<file path="src/rtl/restoring_divider_if.sv">
// Start/busy/done bundle for the sequential restoring divider.
// Ready rule: start is taken on a rising clk edge whenever busy is low; operands are sampled on that edge only.
interface restoring_divider_if #(
    parameter int WIDTH = 8
);
    logic             start;
    logic [WIDTH-1:0] dividend;
    logic [WIDTH-1:0] divisor;
    logic             busy;
    logic             done;
    logic [WIDTH-1:0] quotient;
    logic [WIDTH-1:0] remainder;
    logic             div_by_zero;
    logic [1:0]       state_dbg;

    modport master (
        output start, dividend, divisor,
        input  busy, done, quotient, remainder, div_by_zero, state_dbg
    );

    modport slave (
        input  start, dividend, divisor,
        output busy, done, quotient, remainder, div_by_zero, state_dbg
    );
endinterface

</file>
<file path="src/rtl/restoring_divider.sv">
// Unsigned restoring divider producing one quotient bit per clock.
// Each trial subtract is an add of the inverted divisor with carry-in 1.
module restoring_divider #(
    parameter int WIDTH = 8
) (
    input logic                clk,
    input logic                rst,
    restoring_divider_if.slave bus
);
    localparam int CW = $clog2(WIDTH + 1);

    typedef enum logic [1:0] {
        IDLE = 2'd0,
        RUN  = 2'd1,
        DONE = 2'd2
    } state_t;

    state_t state, state_next;

    // The partial remainder stays below the divisor, so its top bit is always zero
    // between steps; only the shifted value needs the extra bit.
    logic [WIDTH-1:0] r_reg;
    logic [WIDTH-1:0] q_reg;
    logic [WIDTH-1:0] d_reg;
    logic [CW-1:0]    count;

    logic [WIDTH:0]   r_shift;
    logic [WIDTH:0]   trial;
    logic             trial_ok;
    logic [WIDTH-1:0] r_next;
    logic [WIDTH-1:0] q_next;
    logic             accept;
    logic             last_step;

    logic [WIDTH-1:0] quotient_reg;
    logic [WIDTH-1:0] remainder_reg;
    logic             dbz_reg;

    assign accept    = bus.start && (state != RUN);
    assign last_step = (state == RUN) && (count == CW'(1));

    always_comb begin
        r_shift  = {r_reg, q_reg[WIDTH-1]};
        trial    = r_shift + ~{1'b0, d_reg} + {{WIDTH{1'b0}}, 1'b1};
        trial_ok = ~trial[WIDTH];
        r_next   = trial_ok ? trial[WIDTH-1:0] : r_shift[WIDTH-1:0];
        q_next   = {q_reg[WIDTH-2:0], trial_ok};
    end

    always_ff @(posedge clk or posedge rst) begin
        if (rst) begin
            state <= IDLE;
        end else begin
            state <= state_next;
        end
    end

    always_comb begin
        state_next = state;
        case (state)
            IDLE, DONE: begin
                if (bus.start) begin
                    state_next = (bus.divisor == '0) ? DONE : RUN;
                end else begin
                    state_next = IDLE;
                end
            end
            RUN: begin
                if (count == CW'(1)) begin
                    state_next = DONE;
                end
            end
            default: state_next = IDLE;
        endcase
    end

    always_ff @(posedge clk or posedge rst) begin
        if (rst) begin
            r_reg         <= '0;
            q_reg         <= '0;
            d_reg         <= '0;
            count         <= '0;
            quotient_reg  <= '0;
            remainder_reg <= '0;
            dbz_reg       <= 1'b0;
        end else if (accept) begin
            r_reg <= '0;
            q_reg <= bus.dividend;
            d_reg <= bus.divisor;
            count <= CW'(WIDTH);
            // A zero divisor completes on the accepting edge with saturated quotient.
            if (bus.divisor == '0) begin
                quotient_reg  <= '1;
                remainder_reg <= bus.dividend;
                dbz_reg       <= 1'b1;
            end
        end else if (state == RUN) begin
            r_reg <= r_next;
            q_reg <= q_next;
            count <= count - CW'(1);
            if (last_step) begin
                quotient_reg  <= q_next;
                remainder_reg <= r_next;
                dbz_reg       <= 1'b0;
            end
        end
    end

    assign bus.busy        = (state == RUN);
    assign bus.done        = (state == DONE);
    assign bus.quotient    = quotient_reg;
    assign bus.remainder   = remainder_reg;
    assign bus.div_by_zero = dbz_reg;
    assign bus.state_dbg   = state;
endmodule

</file>
<file path="src/flat_wrapper.sv">
// flat-port wrapper written by rule: the top's interface ports become plain ports
module restoring_divider_flat 
#(
    parameter int WIDTH = 8
)
  (clk, rst, bus_start, bus_dividend, bus_divisor, bus_busy, bus_done, bus_quotient, bus_remainder, bus_div_by_zero, bus_state_dbg);
  restoring_divider_if #(.WIDTH(WIDTH)) bus_i ();
  input logic clk;
  input logic rst;
  input wire logic [$bits(bus_i.start)-1:0] bus_start;
  input wire logic [$bits(bus_i.dividend)-1:0] bus_dividend;
  input wire logic [$bits(bus_i.divisor)-1:0] bus_divisor;
  output wire logic [$bits(bus_i.busy)-1:0] bus_busy;
  output wire logic [$bits(bus_i.done)-1:0] bus_done;
  output wire logic [$bits(bus_i.quotient)-1:0] bus_quotient;
  output wire logic [$bits(bus_i.remainder)-1:0] bus_remainder;
  output wire logic [$bits(bus_i.div_by_zero)-1:0] bus_div_by_zero;
  output wire logic [$bits(bus_i.state_dbg)-1:0] bus_state_dbg;
  assign bus_i.start = bus_start;
  assign bus_i.dividend = bus_dividend;
  assign bus_i.divisor = bus_divisor;
  assign bus_busy = bus_i.busy;
  assign bus_done = bus_i.done;
  assign bus_quotient = bus_i.quotient;
  assign bus_remainder = bus_i.remainder;
  assign bus_div_by_zero = bus_i.div_by_zero;
  assign bus_state_dbg = bus_i.state_dbg;
  restoring_divider #(.WIDTH(WIDTH)) u_core (.clk(clk), .rst(rst), .bus(bus_i));
endmodule
</file>
<file path="config.mk">
export PLATFORM = sky130hd
export DESIGN_NAME = restoring_divider_flat
export DESIGN_NICKNAME = d
export VERILOG_FILES = /design/src/rtl/restoring_divider_if.sv /design/src/rtl/restoring_divider.sv /design/src/flat_wrapper.sv
export SDC_FILE = /design/constraint.sdc
export NUM_CORES = 1
export LEC_CHECK = 0
export CAP_MARGIN = 20
export CORE_MARGIN = 2
export CORE_UTILIZATION = 36
export DETAILED_ROUTE_END_ITERATION = 8
export PLACE_DENSITY = 0.64
export SYNTH_ARGS = -nofsm -noshare
export SYNTH_HDL_FRONTEND = slang
export SYNTH_SLANG_ARGS = --single-unit
export TNS_END_PERCENT = 100
</file>
<file path="constraint.sdc">
create_clock -name clk -period 6.25 [get_ports clk]
set_input_delay 0.625 -clock clk [delete_from_list [all_inputs] [get_ports clk]]
set_output_delay 0.625 -clock clk [all_outputs]
set_load 0.005 [all_outputs]
</file>
==> Word level (Yosys, flattened, before mapping) <==
Cells that the tools add are included.
Widths: inputs -> output; s select.
{ "totals": {"ff_bits": 47, "out_inout_bits": 21, "elab_cells": 50, "inputBits": 19} }
{ "classes": {"n_addsub": 3, "muxes": 23, "n_reduce_logical": 8, "n_eq_ne": 6, "bitwise_logic": 2} }
{ "ops": {"columns": ["operator", "n"], "rows": [
  ["$mux 8", 13],
  ["$add 9x1->9 const B", 1],
  ["$add 9x9->9", 1],
  ["$not 8->9", 1],
  ["$logic_not 8->1", 1],
  ["$mux 4", 2],
  ["$mux 2", 3],
  ["$eq 4x1->1 const B", 1],
  ["$mux 1", 4],
  ["$ne 2x1->1 const B", 2],
  ["$pmux 2 s2", 1],
  ["$reduce_bool 2->1", 2],
  ["$sub 4x1->4 const B", 1],
  ["$reduce_and 3->1", 1],
  ["$eq 2x1->1 const B", 1],
  ["$eq 2x2->1 const B", 1],
  ["$logic_and 1x1->1", 2],
  ["$logic_not 2->1", 1],
  ["$ne 2x2->1 const B", 1],
  ["$reduce_or 2->1", 1],
  ["$not 1->1", 1]
]} }

==> Depth between registers and ports, before layout <==
Gate-level depths: netlist of run 1.
{ "logic_depth": {"word_depth": 7, "mapped_depth": 11} }

==> Worst setup path after synthesis of run 1 <==
Ideal clock, no wire load.
{ "synth_path": {"path_kind": "register to register", "startpoint": "register u_core.q_reg[7]", "endpoint": "register u_core.remainder_reg[1] (netlist: u_core.bus.remainder[1])", "stages_incl_launch_ff": 12, "setup_time_ps": 144, "path_buffers": 1, "required_time_ps": 6106, "period_less_slack_ps": 2272, "slack_ps": 3978, "t_arrival_ps": 2129, "path_cell_list": "dfrtp_1 > inv_1 > ha_1 > inv_1 > fa_1 > a211oi_2 > nor3_2 > mux2i_1 > nand3_2 > buf_6 > mux2i_1 > o221ai_1"} }
{ "synth_via": {"elab_chain_len": 6} }
{ "synth_lines": {"columns": ["element", "line", "source"], "rows": [
  ["from (decl)", "restoring_divider.sv:23", "logic [WIDTH-1:0] q_reg;"],
  ["from (signal assigned)", "restoring_divider.sv:88", "q_reg <= bus.dividend;"],
  ["from (signal assigned)", "restoring_divider.sv:99", "q_reg <= q_next;"],
  ["$add 9x9->9", "restoring_divider.sv:44", "trial = r_shift + ~{1'b0, d_reg} + {{WIDTH{1'b0}}, 1'b1};"],
  ["$add 9x1->9", "restoring_divider.sv:44", null],
  ["$mux 8", "restoring_divider.sv:46", "r_next = trial_ok ? trial[WIDTH-1:0] : r_shift[WIDTH-1:0];"],
  ["$mux 8", "restoring_divider.sv:101", "if (last_step) begin"],
  ["$mux 8", "restoring_divider.sv:97", "end else if (state == RUN) begin"],
  ["$mux 8", "restoring_divider.sv:86", "end else if (accept) begin"],
  ["to (signal assigned)", "restoring_divider.sv:94", "remainder_reg <= bus.dividend;"],
  ["to (signal assigned)", "restoring_divider.sv:103", "remainder_reg <= r_next;"],
  ["to (decl)", "restoring_divider.sv:36", "logic [WIDTH-1:0] remainder_reg;"]
]} }
No other way between the ends. The select of a mux whose other input is x is not followed.
A chain may end at the register's enable or synchronous reset.

==> Worst setup path in the final report of run 1 <==
{ "layout_path": {"startpoint": "register u_core.state[1] (netlist: u_core.bus.state_dbg[1])", "endpoint": "output port bus_busy"} }
{ "layout_via": {"elab_chain_len": 1} }
{ "layout_lines": {"columns": ["element", "line", "source"], "rows": [
  ["from (decl)", "restoring_divider.sv:18", "state_t state, state_next;"],
  ["from (signal assigned)", "restoring_divider.sv:54", "state <= state_next;"],
  ["$eq 2x1->1", "restoring_divider.sv:109", "assign bus.busy = (state == RUN);"],
  ["to (decl)", "flat_wrapper.sv:13", "output wire logic [$bits(bus_i.busy)-1:0] bus_busy;"]
]} }
No other way between the ends.

==> impl_metrics.json, run 1 <==
{
  "cp_top_family": "buffers and inverters",
  "synth_top_area_cell": "dfrtp_1",
  "io_buffers": 39,
  "drc": 0,
  "dr_wl_met2_um": 2630,
  "cap_violations": 0,
  "die_w_um": 87.8,
  "worstPathRequired_ps": 5620,
  "place_congestion": 0.784,
  "synthCells": 260,
  "tns_ps": 0,
  "critPathCaptureType": "output port",
  "hpwl_um": 3890,
  "worstMarginPinSlew_ps": 920,
  "yosysMostFrequentCell": "dfrtp_1",
  "wl_um": 5520,
  "clk_root_buffer_cell": "clkbuf_8",
  "finalSetupViolations": 0,
  "pwr-share-seq_pct": 32.1,
  "crit_fanout": 24,
  "combPwrFrac_pct": 56.1,
  "slew_viol_final": 0,
  "p_int_mw": 1.01,
  "fin_skew_ps": 5.05,
  "h-tree-depth": 2,
  "peakVddDrop_mv": 0.221,
  "status": "complete, no violations",
  "synth_area_um2": 2530,
  "wl_per_cell_um": 14.1,
  "leakage_nw": 1.35,
  "drtAntennaViolNets": 0,
  "coreArea_um2": 6790,
  "antenna_found_initial": 0,
  "synth.avg_cell_area_um2": 9.72,
  "grt_usage_pct": 15.5,
  "clk_pin_slew_ps": 80,
  "post_cts_resized": 0,
  "regToRegStartpoint": "u_core.bus.state_dbg[1]",
  "drt_first_pass_iters": 4,
  "p_switching_mw": 0.696,
  "final_hold_viol_count": 0,
  "power.total_mw": 1.70,
  "cts_buffer_depth": 2,
  "synthTopCellsByArea": "dfrtp_1 47%, mux2i_1 6.7%, nand2_1 6.7%",
  "ys_types": 43,
  "worstSetupStartpointType": "flop",
  "n_antenna_cell": 0,
  "yosysSeqAreaShare_pct": 46.6,
  "drt_iter0_drc": 57,
  "wl_met1_um": 2670,
  "fin_util_pct": 45.7,
  "cts_tree": "yes",
  "grt_pass1_vias": 1964,
  "cts.sinks": 47,
  "cpMaxStageDelayCell": "inv_1",
  "hold_path.startpoint": "u_core.count[3]",
  "nets": 325,
  "top_layer": "met4",
  "num_rows": 30,
  "rsz0062_at_grt": "false",
  "critPathKind": "reg2out",
  "max_stage_delay_ps": 650,
  "synth_async_sr_flop_share_pct": 100,
  "sw_frac_of_total_pct": 40.9,
  "crit_arrival_ps": 2450,
  "critPathLaunch": "u_core.bus.state_dbg[1]",
  "ys.flop_type": "dfrtp_1",
  "die_y_um": 87.8,
  "vias_per_cell": 5.00,
  "rrSetupSlack_ps": 3410,
  "fp.dieArea_um2": 7700,
  "power-per-cell-area_nw_per_um2": 548,
  "ys_ff_latch": 47,
  "fmax_mhz": 325,
  "finalHoldWorstSlack_ps": 482,
  "clkPwrFrac_pct": 11.7,
  "syn-num-nets": 290,
  "grt_pass1_wl_um": 9430,
  "synth_edf_count": 0,
  "holdBufCountCts": 0,
  "cts_made_buffers": 5,
  "grt_max_degree": 48,
  "synthTopCellsByCount": "47 x dfrtp_1, 45 x nand2_1, 28 x o21ai_0, 17 x mux2i_1, 15 x inv_1",
  "cts_post_setup_buffers_inserted": 0,
  "slew_headroom_pct": 38.5,
  "synth_top_area_share_pct": 46.6,
  "crit_path_cell_trace": "nand2b_1, inv_1, clkdlybuf4s50_1",
  "num-fill-cells": 657,
  "critPathBufInv": 2,
  "hp-class": "reg2reg",
  "met3_length_um": 164,
  "pre_cts_slack_ps": 3000,
  "synth_warnings": 0,
  "finalCritPeriodShare_pct": 49.2,
  "synthToLayoutAreaGrowth_pct": 23.0,
  "overflow": 0,
  "min_period_ps": 3080,
  "setup_ws_ps": 3170,
  "design.portCount": 40,
  "clk_latency_ps": 300,
  "start_util_pct": 37.2,
  "drive_gt1_share_pct": 8.45,
  "num_vias": 1959
}
metal layers:
layer,GRT usage [%],vias to the layer above
met5,0,-
met4,3.78,0
met3,3.30,6
met2,25.3,48
met1,21.1,925
li1,-,980
cell usage in the layout, fill, tap and decap left out, types with 2 or more instances in the layout:
| cell | count |
|---|---|
| nand3_1 | 3 |
| o21bai_1 | 2 |
| inv_1 | 14 |
| nor4_1 | 3 |
| nand2b_1 | 2 |
| a21oi_1 | 8 |
| nor2_1 | 10 |
| o2111ai_1 | 2 |
| nor3_1 | 4 |
| o311ai_1 | 2 |
| clkdlybuf4s50_1 | 39 |
| nor2b_1 | 3 |
| mux2i_1 | 17 |
| nand3b_1 | 7 |
| or3_1 | 3 |
| dfrtp_1 | 47 |
| mux2_2 | 9 |
| nand2_1 | 45 |
| o21ai_0 | 28 |
| ha_1 | 10 |
| o221ai_1 | 5 |
| xnor2_1 | 3 |
| clkbuf_8 | 7 |
layout make-up:
class	count	area (um^2)	share of cell area, %
tap	96	120	3.87
multi-input combinational	185	1240	39.8
timing repair buffer	41	418	13.5
inverter	15	56.3	1.81
sequential	47	1180	37.9
clock buffer	8	100	3.22
logic make-up (layout without fill, tap and decap cells):
group                      count (synthesis)  in the layout  synth area share [%]
AOI/OAI and AO/OA                         57             57                  14.3
DFF                                       47             47                  46.6
buffers and inverters                     28             64                  4.51
xor gates and xnor gates                   4              4                  1.39
muxes                                     26             26                  10.7
and+or+nand+nor                           87             87                  16.7
adders and majority gates                 11             11                  5.75
metrics by stage:
step | cell area [um^2] | instances
floorplan | 2530 | 260
CTS | 3090 | 391
global route | 3110 | 392
detailed placement | 2990 | 383
global placement | 2990 | 383
finish | 3110 | 392
power by group through the flow:
stage	clock (mW)	combinational (mW)	sequential, mW
after detailed placement	0	0.952	0.552
after global placement	0	0.936	0.551
final	0.199	0.955	0.547
after floorplan	0	0.692	0.533
after CTS	0.203	0.962	0.547
after global routing	0.217	1.08	0.567
path summary, 6_finish.rpt:
kind	to	depth (start not counted)
worst min register to register	u_core.count[3]	1
min in group asynchronous	u_core.bus.quotient[7]	2
max in group asynchronous	u_core.bus.remainder[0]	3
worst max register to register	u_core.bus.remainder[7]	7
worst max-delay path	bus_busy	3
worst min-delay path	u_core.count[3]	1
No activity file was read; power rests on OpenSTA's default activity.
==> run 2: changes to the inputs <==
==> constraint.sdc (replaced) <==
create_clock -name clk -period 2.9 [get_ports clk]
set_input_delay 0.29 -clock clk [delete_from_list [all_inputs] [get_ports clk]]
set_output_delay 0.29 -clock clk [all_outputs]
set_load 0.005 [all_outputs]
==> run 2 against run 1 <==
  * Sequential cell count unchanged
  * Non-clock buffer count up 8
  * Critical endpoint is now u_core.bus.remainder[5]
  * Sequential share of layout area down 0.86 points
  * Register-to-register slack worse by 2900 ps
  * Final cell count up 2.0%
  * Largest cell class unchanged
  * Wire length up 2.8%
==> impl_metrics.json, run 2 (synthesis results as in run 1) <==
{
  "status": "complete, no violations",
  "peakVddDrop_mv": 0.507,
  "finalCritPeriodShare_pct": 83.8,
  "antenna_found_initial": 0,
  "drt_iter0_drc": 94,
  "holdBufCountCts": 0,
  "min_period_ps": 2430,
  "layout_common_cells": "47 x dfrtp_1, 45 x nand2_1, 39 x clkdlybuf4s50_1",
  "critPathBufInv": 3,
  "nets": 333,
  "hp-class": "in2async",
  "critPathKind": "reg2reg",
  "drt_first_pass_iters": 5,
  "finalSetupViolations": 0,
  "num_vias": 2042,
  "wl_per_cell_um": 14.2,
  "n_antenna_cell": 0,
  "worstMarginPinSlew_ps": 598,
  "cts_buffer_depth": 2,
  "final_hold_viol_count": 0,
  "final_area_um2": 3180,
  "clk_root_buffer_cell": "clkbuf_8",
  "cap_violations": 0,
  "fmax_mhz": 411,
  "crit_arrival_ps": 2620,
  "slew_headroom_pct": 60.1,
  "vias_per_cell": 5.11,
  "power-per-cell-area_nw_per_um2": 1190,
  "cpMaxStageDelayCell": "fa_1",
  "drc": 0,
  "crit_path_cell_trace": "inv_1, ha_1, inv_1, fa_1, a211oi_2, nor3_2, mux2i_1, nand3_2, buf_4, mux2i_1, o221ai_1",
  "die_w_um": 87.8,
  "place_congestion": 0.745,
  "drtAntennaViolNets": 0,
  "fin_util_pct": 46.8,
  "place_area_um2": 3070,
  "clk_pin_slew_ps": 100,
  "cp_top_family": "adder cells",
  "drive_gt1_share_pct": 11.2,
  "coreArea_um2": 6790,
  "die_y_um": 87.8,
  "start_util_pct": 37.2,
  "rsz0062_at_grt": "false",
  "wl_um": 5680,
  "cts_tree": "yes",
  "h-tree-depth": 2,
  "max_stage_delay_ps": 430,
  "cts_made_buffers": 5,
  "overflow": 0,
  "grt_max_degree": 48,
  "design.portCount": 40,
  "grt_usage_pct": 16.3,
  "critPathCaptureType": "flop",
  "fin_skew_ps": 15.1,
  "post_cts_resized": 0,
  "cts.sinks": 47,
  "rrSetupSlack_ps": 470,
  "leakage_nw": 1.39,
  "grt_pass1_vias": 2056,
  "clk_latency_ps": 310,
  "fp.dieArea_um2": 7700,
  "tns_ps": 0,
  "hpwl_um": 4060,
  "layout_commonest_cell": "dfrtp_1",
  "io_buffers": 39,
  "worstSetupStartpointType": "flop",
  "synthToLayoutAreaGrowth_pct": 25.9,
  "crit_fanout": 13,
  "num_rows": 30,
  "slew_viol_final": 0,
  "grt_pass1_wl_um": 9780,
  "cts_post_setup_buffers_inserted": 0,
  "worstPathRequired_ps": 3090
}
run 2: layout make-up:
| type | instances | area [um^2] |
|---|---|---|
| tap | 96 | 120 |
| sequential | 47 | 1180 |
| timing repair buffer | 49 | 478 |
| multi-input combinational | 185 | 1240 |
| clock buffer | 5 | 68.8 |
| fill | 650 | 3610 |
| clock inverter | 3 | 43.8 |
| inverter | 15 | 56.3 |
run 2: routing by layer:
| layer | vias to the layer above | GRT usage, % | share of wire, % |
|---|---|---|---|
| li1 | 1001 | - | - |
| met5 | - | 0 | 0 |
| met2 | 35 | 27.6 | 49 |
| met4 | 0 | 4.62 | 1.1 |
| met3 | 6 | 3.49 | 3.4 |
| met1 | 1000 | 21.0 | 47 |
run 2: path summary, 6_finish.rpt:
| path | from | to | cells past startpoint |
|---|---|---|---|
| setup / recovery | u_core.q_reg[7] | u_core.bus.remainder[5] | 11 |
| hold reg to reg | u_core.count[3] | u_core.count[3] | 1 |
| max in group asynchronous | rst | u_core.bus.remainder[1] | 3 |
| hold / removal | rst | u_core.q_reg[6] | 3 |
| setup reg to reg | u_core.q_reg[7] | u_core.bus.remainder[5] | 11 |
| min in group clk | u_core.count[3] | u_core.count[3] | 1 |
run 2: power breakdown:
part	internal [mW]	switching, mW	total [mW]
Clock	0.257	0.232	0.489
Combinational	1.03	1.07	2.10
Sequential	0.972	0.209	1.18
Total	2.26	1.51	3.77
run 2: per-stage QoR:
step	hold slack (ps)	power, mW	setup WS, ps	cells
2_1_floorplan	413	2.64	628	260
3_3_place_gp	465	3.28	556	392
3_5_place_dp	472	3.31	434	392
4_1_cts	464	3.82	434	400
5_1_grt	496	4.14	197	400
6_report	444	3.77	469	400
run 2: tightest hold or removal path, delay by kind of cell:
kind	cells	cell delay [ps]
buffers and inverters	3	940
==> run 3: changes to the inputs <==
==> constraint.sdc (replaced) <==
create_clock -name clk -period 2.46 [get_ports clk]
set_input_delay 0.246 -clock clk [delete_from_list [all_inputs] [get_ports clk]]
set_output_delay 0.246 -clock clk [all_outputs]
set_load 0.005 [all_outputs]
==> run 3 against run 2 <==
  * Sequential power rose by 19%
  * Worst hold slack got worse by 150 ps
  * Utilization rose by 1.5 points
  * Maximum frequency rose by 2.8%
  * Count of clock-buffer cells in the layout rose by 1
  * Sequential share of layout area fell by 1.1 points
  * Die area did not move
  * Worst setup slack got worse by 370 ps
  * Combinational power rose by 31%
  * Clock power rose by 3%
  * Critical path depth did not move
  * Critical endpoint is now u_core.r_reg[6]
  * Largest power group unchanged
  * Highest routed layer unchanged
==> impl_metrics.json, run 3 (synthesis results as in run 1) <==
{
  "fp.dieArea_um2": 7700,
  "drt_first_pass_iters": 4,
  "slew_viol_final": 0,
  "place_congestion": 0.783,
  "synthToLayoutAreaGrowth_pct": 29.8,
  "rrSetupSlack_ps": 100,
  "hp-class": "in2async",
  "cts_buffer_depth": 2,
  "cts_tree": "yes",
  "num-fill-cells": 628,
  "wl_per_cell_um": 14.4,
  "clkPwrFrac_pct": 10.8,
  "cts_made_buffers": 5,
  "critPathCaptureType": "flop",
  "num_rows": 30,
  "crit_arrival_ps": 2560,
  "cts.sinks": 47,
  "vias_per_cell": 5.04,
  "grt_max_degree": 27,
  "status": "complete, no violations",
  "critPathBufInv": 3,
  "pwr-share-seq_pct": 30.0,
  "coreArea_um2": 6790,
  "finalCritPeriodShare_pct": 96.1,
  "die_w_um": 87.8,
  "layout_commonest_cell": "dfrtp_1",
  "cap_violations": 0,
  "tns_ps": 0,
  "slew_headroom_pct": 64.1,
  "num_vias": 2051,
  "drive_gt1_share_pct": 15.4,
  "regToRegStartpoint": "u_core.q_reg[7]",
  "p_int_mw": 2.75,
  "n_antenna_cell": 0,
  "drtAntennaViolNets": 0,
  "worstPathRequired_ps": 2650,
  "final_hold_viol_count": 0,
  "critPathKind": "reg2reg",
  "fin_skew_ps": 9.63,
  "leakage_nw": 1.43,
  "multi_input_area_um2": 1290,
  "io_buffers": 39,
  "p_switching_mw": 1.92,
  "drc": 0,
  "antenna_found_initial": 0,
  "max_stage_delay_ps": 400,
  "combPwrFrac_pct": 59.1,
  "clk_pin_slew_ps": 90,
  "sw_frac_of_total_pct": 41.1,
  "min_period_ps": 2360,
  "hpwl_um": 4240,
  "peakVddDrop_mv": 0.537,
  "grt_pass1_wl_um": 9790,
  "clk_root_buffer_cell": "clkbuf_8",
  "worstSetupStartpointType": "flop",
  "overflow": 0,
  "rsz0062_at_grt": "true",
  "drt_iter0_drc": 105,
  "crit_fanout": 8,
  "start_util_pct": 37.2,
  "worstMarginPinSlew_ps": 537,
  "nets": 340,
  "fmax_mhz": 423,
  "seq_area_um2": 1180,
  "layout_common_cells": "47 x dfrtp_1, 45 x nand2_1, 39 x clkdlybuf4s50_1",
  "cp_top_family": "adder cells",
  "clk_latency_ps": 310,
  "design.portCount": 40,
  "wl_um": 5870,
  "die_y_um": 87.8,
  "power-per-cell-area_nw_per_um2": 1430,
  "r2r_end": "u_core.r_reg[6]",
  "r2r_cells": 11,
  "cpMaxStageDelayCell": "dfrtp_1",
  "power.total_mw": 4.67,
  "crit_path_cell_trace": "inv_2, ha_4, inv_2, fa_2, a211oi_2, nor3_2, mux2i_1, nand3_2, buf_6, mux2i_1, o21ai_1",
  "grt_usage_pct": 16.4,
  "finalSetupViolations": 0,
  "grt_pass1_vias": 2033,
  "h-tree-depth": 2
}
## run 3: cell types whose count changed in the layout (fill, tap and decap cells not counted), moves of 2 or more
| cell | before | now |
|---|---|---|
| inv_2 | 1 | 3 |
| inv_1 | 14 | 12 |
| o311ai_1 | 2 | 0 |
| buf_4 | 9 | 15 |
## run 3: stage by stage
step	setup slack, ps	utilization (%)	instance area (um^2)	cells	hold WS [ps]
3_5_place_dp	-9.74	45.4	3080	394	486
3_3_place_gp	83.8	45.4	3080	394	466
5_1_grt	-85.5	48.3	3280	407	371
2_1_floorplan	188	-	2530	260	369
6_report	95.1	48.3	3280	407	295
4_1_cts	23.2	47.1	3200	404	309
## run 3: worst max-delay path by stage
| stage | to | from | depth (start not counted) | slack, ps |
|---|---|---|---|---|
| 2_1_floorplan | u_core.bus.remainder[1] | u_core.q_reg[7] | 11 | 190 |
| 3_3_place_gp | u_core.bus.remainder[7] | u_core.q_reg[7] | 10 | 80 |
| 3_5_place_dp | u_core.bus.remainder[7] | u_core.q_reg[7] | 10 | -10 |
| 4_1_cts | u_core.bus.remainder[7] | u_core.q_reg[7] | 10 | 20 |
| 5_1_grt | u_core.r_reg[6] | u_core.q_reg[7] | 11 | -90 |
| 6_report | u_core.r_reg[6] | u_core.q_reg[7] | 11 | 100 |
## run 3: final cells by class
type	count	area share [%]
Timing Repair Buffer	56	16.3
Inverter	15	1.72
Multi-Input combinational cell	185	39.5
Clock inverter	2	0.496
Clock buffer	6	2.52
Sequential cell	47	35.9
Tap cell	96	3.66
## run 3: per-layer routing
layer	track usage, %	share of wire, %	vias up
met2	25.8	48	37
li1	-	-	1015
met4	5.59	2.1	0
met1	22.7	47	989
met3	3.11	3.0	10
met5	0	0	-
## run 3: what timing repair did
item                       in CTS  in global routing
buffers inserted                2                  3
setup endpoints to repair       4                 18
pin swaps                       2                  6
hold buffers                    0                  0
gates resized for setup         2                 10
## run 3: power groups by stage
stage / registers (mW) / clock network, mW / logic (mW)
3_5_place_dp: 1.41 / 0 / 2.47
5_1_grt: 1.45 / 0.551 / 3.09
3_3_place_gp: 1.41 / 0 / 2.43
2_1_floorplan: 1.35 / 0 / 1.76
4_1_cts: 1.40 / 0.521 / 2.57
6_report: 1.40 / 0.506 / 2.76
